File: config.mk
export PLATFORM = sky130hd
export DESIGN_NAME = control_decode
export DESIGN_NICKNAME = d
export VERILOG_FILES = /design/src/rtl/control_decode_pkg.sv /design/src/rtl/control_decode_opcode_decoder.sv /design/src/rtl/control_decode.sv
export SDC_FILE = /design/constraint.sdc
export NUM_CORES = 1
export LEC_CHECK = 0
export BUFFER_PORTS_ARGS = -buffer_cell sky130_fd_sc_hd__buf_2
export CAP_MARGIN = 20
export CORE_MARGIN = 3
export CORE_UTILIZATION = 52
export CTS_BUF_LIST = sky130_fd_sc_hd__clkbuf_16
export DETAILED_ROUTE_END_ITERATION = 10
export HOLD_SLACK_MARGIN = 0.08
export PLACE_DENSITY_LB_ADDON = 0.3
export SYNTH_ARGS = -nofsm -noshare
export SYNTH_HDL_FRONTEND = slang
export SYNTH_HIERARCHICAL = 1
export SYNTH_SLANG_ARGS = --single-unit
File: constraint.sdc
create_clock -name clk -period 3.7 [get_ports clk]
set_input_delay 0.185 -clock clk [delete_from_list [all_inputs] [get_ports clk]]
set_output_delay 0.185 -clock clk [all_outputs]
set_load 0.03 [all_outputs]
File: src/rtl/control_decode_pkg.sv
// rtl/control_decode_pkg.sv - shared opcodes, control bit indices and FSM state type
package control_decode_pkg;

  localparam logic [5:0] OP_RTYPE = 6'b000000;
  localparam logic [5:0] OP_LW    = 6'b100011;
  localparam logic [5:0] OP_SW    = 6'b101011;
  localparam logic [5:0] OP_BEQ   = 6'b000100;
  localparam logic [5:0] OP_ADDI  = 6'b001000;
  localparam logic [5:0] OP_J     = 6'b000010;

  localparam int CTL_SALTOINCOND = 9;
  localparam int CTL_REGDEST     = 8;
  localparam int CTL_FUENTEALU   = 7;
  localparam int CTL_MEMAREG     = 6;
  localparam int CTL_ESCRREG     = 5;
  localparam int CTL_LEERMEM     = 4;
  localparam int CTL_ESCRMEM     = 3;
  localparam int CTL_SALTOCOND   = 2;
  localparam int CTL_ALUOP_MSB   = 1;
  localparam int CTL_ALUOP_LSB   = 0;

  localparam logic [1:0] ALUOP_MEM    = 2'b00;
  localparam logic [1:0] ALUOP_BRANCH = 2'b01;
  localparam logic [1:0] ALUOP_RTYPE  = 2'b10;

  typedef enum logic {
    RUN   = 1'b0,
    STALL = 1'b1
  } state_t;

endpackage

File: src/rtl/control_decode_opcode_decoder.sv
// rtl/control_decode_opcode_decoder.sv - purely combinational opcode to control word table
module opcode_decoder
  import control_decode_pkg::*;
(
  input  logic [5:0] opcode,
  output logic [9:0] control,
  output logic       illegal
);

  // Decode table; unsupported opcodes yield an all-zero word and flag illegal
  always_comb begin
    control = '0;
    illegal = 1'b0;
    case (opcode)
      OP_RTYPE: begin
        control[CTL_REGDEST] = 1'b1;
        control[CTL_ESCRREG] = 1'b1;
        control[CTL_ALUOP_MSB:CTL_ALUOP_LSB] = ALUOP_RTYPE;
      end
      OP_LW: begin
        control[CTL_FUENTEALU] = 1'b1;
        control[CTL_MEMAREG]   = 1'b1;
        control[CTL_ESCRREG]   = 1'b1;
        control[CTL_LEERMEM]   = 1'b1;
        control[CTL_ALUOP_MSB:CTL_ALUOP_LSB] = ALUOP_MEM;
      end
      OP_SW: begin
        control[CTL_FUENTEALU] = 1'b1;
        control[CTL_ESCRMEM]   = 1'b1;
        control[CTL_ALUOP_MSB:CTL_ALUOP_LSB] = ALUOP_MEM;
      end
      OP_BEQ: begin
        control[CTL_SALTOCOND] = 1'b1;
        control[CTL_ALUOP_MSB:CTL_ALUOP_LSB] = ALUOP_BRANCH;
      end
      OP_ADDI: begin
        control[CTL_FUENTEALU] = 1'b1;
        control[CTL_ESCRREG]   = 1'b1;
        control[CTL_ALUOP_MSB:CTL_ALUOP_LSB] = ALUOP_MEM;
      end
      OP_J: begin
        control[CTL_SALTOINCOND] = 1'b1;
      end
      default: begin
        illegal = 1'b1;
      end
    endcase
  end

endmodule

File: src/rtl/control_decode.sv
// rtl/control_decode.sv - ID-stage control decode with load-use stall FSM and stall counter
module control_decode
  import control_decode_pkg::*;
(
  input  logic        clk,
  input  logic        reset,
  input  logic [31:0] Instr,
  input  logic        Flush,
  output logic [9:0]  Control,
  output logic        PCEscr,
  output logic        IFIDEscr,
  output logic        Illegal,
  output logic [15:0] StallCnt
);

  state_t      state;
  state_t      state_next;
  logic        ex_load;
  logic [4:0]  ex_rt;
  logic [15:0] stall_cnt;
  logic [9:0]  dec_control;
  logic        dec_illegal;
  logic [4:0]  rs;
  logic [4:0]  rt;
  logic        hazard;
  logic        stall;
  logic        unused_imm;

  assign rs         = Instr[25:21];
  assign rt         = Instr[20:16];
  assign unused_imm = ^Instr[15:0];
  assign StallCnt   = stall_cnt;

  opcode_decoder u_opcode_decoder (
    .opcode  (Instr[31:26]),
    .control (dec_control),
    .illegal (dec_illegal)
  );

  // A load issued last cycle whose destination (non-$0) is read now needs one bubble
  assign hazard = ex_load & (ex_rt != 5'd0) & ((ex_rt == rs) | (ex_rt == rt));

  // Next state and issued outputs; a flush squashes the word and cancels any stall
  always_comb begin
    state_next = RUN;
    Control    = dec_control;
    Illegal    = dec_illegal;
    PCEscr     = 1'b1;
    IFIDEscr   = 1'b1;
    stall      = 1'b0;
    if (Flush) begin
      Control    = '0;
      Illegal    = 1'b0;
      state_next = RUN;
    end else begin
      case (state)
        RUN: begin
          if (hazard) begin
            stall      = 1'b1;
            Control    = '0;
            Illegal    = 1'b0;
            PCEscr     = 1'b0;
            IFIDEscr   = 1'b0;
            state_next = STALL;
          end
        end
        STALL: begin
          state_next = RUN;
        end
        default: begin
          state_next = RUN;
        end
      endcase
    end
  end

  // State register
  always_ff @(posedge clk) begin
    if (reset) begin
      state <= RUN;
    end else begin
      state <= state_next;
    end
  end

  // Shadow of the word actually issued; bubbles and flushes carry LeerMem=0
  always_ff @(posedge clk) begin
    if (reset) begin
      ex_load <= 1'b0;
      ex_rt   <= 5'd0;
    end else begin
      ex_load <= Control[CTL_LEERMEM];
      ex_rt   <= rt;
    end
  end

  // Saturating count of inserted load-use bubbles
  always_ff @(posedge clk) begin
    if (reset) begin
      stall_cnt <= 16'd0;
    end else if (stall && (stall_cnt != 16'hFFFF)) begin
      stall_cnt <= stall_cnt + 16'd1;
    end
  end

endmodule

After elaboration in Yosys (flattened, before gate mapping)
Index checks and enable logic that the tools add are counted.
{"block": "totals", "reg_bits": 23, "in_bits": 35}
{"block": "classes", "n_bitwise": 4, "reduce_logical": 7, "n_eq_ne": 8, "n_addsub": 1, "muxes": 22}
{"operator": "10-bit two-way mux", "count": 3}
{"operator": "1-bit two-way mux", "count": 17}
{"operator": "16-bit by 1-bit adder with 16-bit output (second input constant)", "count": 1}
{"operator": "16-bit inequality test (second input constant)", "count": 1}
{"operator": "6-bit == test (second input constant)", "count": 2}
{"operator": "5-bit == test", "count": 2}
{"operator": "6-bit by 2-bit == test with 1-bit output (second input constant)", "count": 1}
{"operator": "6-bit by 3-bit == test with 1-bit output (second input constant)", "count": 1}
{"operator": "6-bit by 4-bit == test with 1-bit output (second input constant)", "count": 1}
{"operator": "6-bit zero test", "count": 1}
{"operator": "3-bit OR reduction", "count": 2}
{"operator": "6-bit OR reduction", "count": 1}
{"operator": "5-bit nonzero test", "count": 1}
{"operator": "2-bit one-hot mux with 2 select lines", "count": 1}
{"operator": "1-bit AND", "count": 2}
{"operator": "1-bit one-hot mux with 2 select lines", "count": 1}
{"operator": "2-bit OR reduction", "count": 1}
{"operator": "1-bit logical AND", "count": 1}
{"operator": "1-bit inverter", "count": 1}
{"operator": "1-bit OR", "count": 1}

Longest topological paths before layout
{"block": "depth", "word_depth": 7, "mapped_depth": 7, "ltp_nobuf": 6}

Modules after synthesis
The synthesis kept the hierarchy.
{"module": "control_decode", "cells_per_inst": 163, "n_inst": 1, "area_each_um2": 1421.4}
{"module": "opcode_decoder", "cells_per_inst": 26, "n_inst": 1, "area_each_um2": 211.5}

Worst setup path after synthesis
Ideal clock, no wire load.
{"block": "synth_timing", "path_kind": "flip-flop to output port", "startpoint": "register ex_rt[3]", "endpoint": "output Control[0]", "path_stages_with_launch": 7, "path_slack_ps": 1570, "path_buffers": 1, "arrival_ps": 1945, "t_required_ps": 3515, "path_cell_list": "dfxtp_1 xor2_1 nor3_2 a22oi_2 nor2b_1 clkbuf_1 nor3b_1"}
{"block": "synth_via", "elab_chain_cells": 6, "word_cells_on_any_way": 9, "classes_between": "2 x eq/ne; 3 x mux; 3 x bitwise; 1 x reduce/logical"}
{"item": "from (decl)", "line_no": "control_decode.sv:19", "source": "logic [4:0] ex_rt;"}
{"item": "from (signal assigned)", "line_no": "control_decode.sv:93", "source": "ex_rt <= rt;"}
{"item": "5-bit == test or 5-bit nonzero test (tied branches)", "line_no": "control_decode.sv:41", "source": "assign hazard = ex_load & (ex_rt != 5'd0) & ((ex_rt == rs) | (ex_rt == rt));"}
{"item": "1-bit OR or 1-bit AND (tied branches)", "line_no": "control_decode.sv:41"}
{"item": "1-bit AND (*)", "line_no": "control_decode.sv:41"}
{"item": "10-bit two-way mux (*)", "line_no": "control_decode.sv:58", "source": "if (hazard) begin"}
{"item": "10-bit two-way mux (*)", "line_no": "control_decode.sv:56", "source": "case (state)"}
{"item": "10-bit two-way mux (*)", "line_no": "control_decode.sv:51", "source": "if (Flush) begin"}
{"item": "to (decl)", "line_no": "control_decode.sv:9", "source": "output logic [9:0] Control,"}
Mark *: on every way between the ends. The rest lies on a longest branch, timed or not.

Worst setup path after layout
{"block": "layout_timing", "startpoint": "register ex_rt[2]", "endpoint": "output IFIDEscr"}
{"block": "layout_via", "elab_chain_cells": 6, "word_cells_on_any_way": 9, "classes_between": "2 x eq/ne; 3 x mux; 3 x bitwise; 1 x reduce/logical"}
{"item": "5-bit == test or 5-bit nonzero test (tied branches)", "line_no": "control_decode.sv:41"}
{"item": "1-bit OR or 1-bit AND (tied branches)", "line_no": "control_decode.sv:41"}
{"item": "1-bit AND (*)", "line_no": "control_decode.sv:41"}
{"item": "1-bit two-way mux (*)", "line_no": "control_decode.sv:58"}
{"item": "1-bit two-way mux (*)", "line_no": "control_decode.sv:56"}
{"item": "1-bit two-way mux (*)", "line_no": "control_decode.sv:51"}
{"item": "to (decl)", "line_no": "control_decode.sv:11", "source": "output logic IFIDEscr,"}
Marked as above.

==> summary.md <==
| Metric | Value |
|---|---|
| Setup bufs post-CTS | `0` |
| Max-cap violations | `0` |
| VDD IR max | `about 0.16 mV` |
| Worst-Margin Slew | `around 0.9 ns` |
| Post_cts resized | `0` |
| Asr flop ratio synth | `0` |
| CTS Hold Bufs | `0` |
| CTS root buf | `clkbuf_16` |
| Vias per cell | `slightly below 6` |
| Routed WL | `about 3600 microns` |
| Ant diodes | `0` |
| Ys Warns | `6` |
| Xor-xnor portion of the synthesized cell area | `0.0536` |
| Boundary pin count | `64` |
| Worst Path Required | `around 3.5 ns` |
| FILL cells | `260` |
| Hold_sp | `Instr[20]` |
| Vias in the first global route | `between 1k and 1.5k` |
| Post-synthesis adder-cell area fraction | `0.00766` |
| Compound-cell area share of the yosys netlist | `0.129` |
| Post-Syn Area | `roughly 1600 sq um` |
| Cells after Synth | `189` |
| Critical path type | `register to output port` |
| CTS Sinks | `23` |
| Synthesized net count | `225` |
| Layout cell share with drive strength beyond 1 | `0.335` |
| Final ANT Viol Nets | `0` |
| Clock-pin slew on the worst setup and hold paths | `0.06 ns` |
| Dpl hpwl | `2560 microns` |
| Input/output buffers | `47` |
| 1st-pass router iterations | `4` |
| Placement Rows | `19` |
| Largest family of logic cells by synthesized area | `simple AND/OR/NAND/NOR gates` |
| First-pass GRT wire length | `about 5800 microns` |
| Die width | `slightly above 60 microns` |
| Number of flops mapped to enable cells by yosys | `0` |
| Clk buf depth | `2` |
| Final setup vio count | `0` |
| Starting Density | `0.568` |
| Lkg Pwr | `~0.74 nW` |
| DP Worst Slack | `about 1.4 ns` |
| Top cells by area, synth | `dfxtp_1 28%, nor3b_1 5.5%, xor2_1 5.4%` |
| DRC viols | `0` |
| Initial DRC Count | `84` |
| Total Routing Usage GR | `0.198` |
| CTS Buf Count | `3` |
| Die Y-Extent | `62.0 microns` |
| Yosys cell types | `between 40 and 50` |
| Initial antenna violation count | `0` |
| Critical R2R Launch | `StallCnt[0]$_SDFFE_PP0P_` |
| Post-synthesis sequential area ratio | `0.282` |
| DIE AREA | `~3800 sq um` |
| Final hold violations | `0` |
| Wirelength per Cell | `around 14 microns` |
| Pwr Density | `between 200 and 300 nW/um^2` |
| Syn avg cell area | `~8.6 sq um` |
| Seq cells post-synth | `23` |
| Yosys top cell area share | `0.282` |
| Total gr overflow | `0` |
| Mux cell area share after synthesis | `0.0552` |
| Period minus WS final | `roughly 2.6 ns` |
| Area leader, netlist | `dfxtp_1` |
| Fmax | `about 400 MHz` |
| Critical Path AT | `2.37 ns` |
| Global placement routability congestion | `approximately 0.83` |
| RSZ-0062 raised after global routing | `no` |
| Startpoint types | `register` |
| Outcome | `completed` |
| Tcrit/Tclk final | `0.692` |
| H-tree Lvls | `1` |
| Detailed-route via count | `between 1.5k and 2k` |
| CTS tree | `built` |
| Crit path capture type | `output port` |
| Worst setup margin | `between 1 and 1.5 ns` |
| Synth Flop Type | `dfxtp_1` |
| Max FO, Critical Path | `26` |
| Setup TNS | `0 ns` |
| Post-synthesis simple-gate area fraction | `0.396` |
| Number of nets in the layout | `between 200 and 300` |
| Crit path from | `ex_rt[2]$_SDFF_PP0_` |
| Clk_lat worst skew | `about 0.26 ns` |
| Largest net degree at the start of global routing | `31` |
| Area delta synth->final | `16.0%` |
| Pins Over Slew Limit | `0` |
| Rel. slew slack | `0.409` |
| Hold/Removal Path Class | `primary input to register` |
| Area of the core | `2880 sq um` |
| Worst Clk Skew | `about 0.0028 ns` |
==> final timing paths <==
check             cells after the start                  endpoint  slack (ns)
hold / removal                        2       ex_rt[4]$_SDFF_PP0_        0.16
hold reg to reg                       2  StallCnt[6]$_SDFFE_PP0P_        0.52
setup reg to reg                      6  StallCnt[5]$_SDFFE_PP0P_        1.59
setup / recovery                      7                  IFIDEscr        1.14
==> registers in the layout, summed over array words and instances (netlist names) <==
register,flops
StallCnt,16
ex_load,1
ex_rt,5
state,1
==> synthesized netlist by cell type (6+ instances only) <==
library cell  count
nor3b_1          12
nand3_1           9
nand2_1           6
xor2_1           10
nor3_1            6
a21oi_1           8
nor2b_1          13
clkbuf_1          6
o31ai_1           6
nor4_1            6
dfxtp_1          23
nor2_1           13
==> area by class of cell <==
type	instances	area, sq um	area share
Clock buffer	3	75.1	0.0396
Sequential cell	23	460	0.243
Timing Repair Buffer	48	243	0.128
Clock inverter	1	5.00	0.00264
Inverter	3	11.3	0.00594
Tap cell	42	52.6	0.0277
Multi-Input combinational cell	146	1050	0.553
==> routing by layer <==
metal | up-vias | GRT usage | wire (microns)
li1 | 769 | - | -
met1 | 710 | 0.273 | 1660
met2 | 51 | 0.312 | 1640
met3 | 5 | 0.0351 | 249
met4 | 0 | 0.0667 | 45
met5 | - | 0 | 0
==> stage by stage <==
step	hold WS, ns	std cells	total power, W	instance area [sq um]	utilization
6_report	0.164	266	0.000553	1890	0.659
4_1_cts	0.164	266	0.000557	1890	0.659
3_5_place_dp	0.428	262	0.000321	1810	0.631
5_1_grt	0.175	266	0.000574	1890	0.659
2_1_floorplan	0.313	189	0.000306	1630	-
3_3_place_gp	0.422	262	0.000320	1810	0.631
==> layout by cell type, fill, tap and decap left out, drive strengths merged, types with 4 or more instances in the layout <==
cell type | Yosys | routed
or3 | 5 | 5
nor3b | 13 | 13
nor3 | 10 | 10
nor4 | 6 | 6
xor2 | 10 | 10
or4 | 6 | 6
dfxtp | 23 | 23
nor2b | 13 | 13
o31ai | 6 | 6
nand3 | 9 | 9
nor2 | 13 | 13
buf | 10 | 48
mux2 | 7 | 7
o21ai | 4 | 4
a21oi | 9 | 9
nand2 | 6 | 6
nand4 | 6 | 6
==> where the power goes <==
| group | internal (W) | leakage (nW) | switching [W] | total, W |
|---|---|---|---|---|
| combinational | 0.0000228 | 0.517 | 0.0000388 | 0.0000616 |
| sequential | 0.000251 | 0.187 | 0.00000350 | 0.000254 |
| clock | 0.000146 | 0.0409 | 0.0000918 | 0.000237 |
| total | 0.000419 | 0.745 | 0.000134 | 0.000553 |
==> worst max-delay path, cell delays in order, from the launching register on <==
cell	delay [ns]
dfxtp_1	0.34
xor2_1	0.17
nor3_1	0.22
a22oi_2	0.07
buf_4	0.23
nor2b_1	0.71
nand2_1	0.15
buf_2	0.22
==> cell families (layout without fill, tap and decap cells) <==
| logic type | after synthesis | after routing |
|---|---|---|
| AND/OR/NAND/NOR | 100 | 100 |
| AO/OA/AOI/OAI | 28 | 28 |
| flip-flops | 23 | 23 |
| buffers and inverters | 20 | 55 |
| XOR/XNOR | 10 | 10 |
| multiplexers | 7 | 7 |
| adder cells (fa/ha/maj) | 1 | 1 |
No activity file was read; power rests on OpenSTA's default activity.
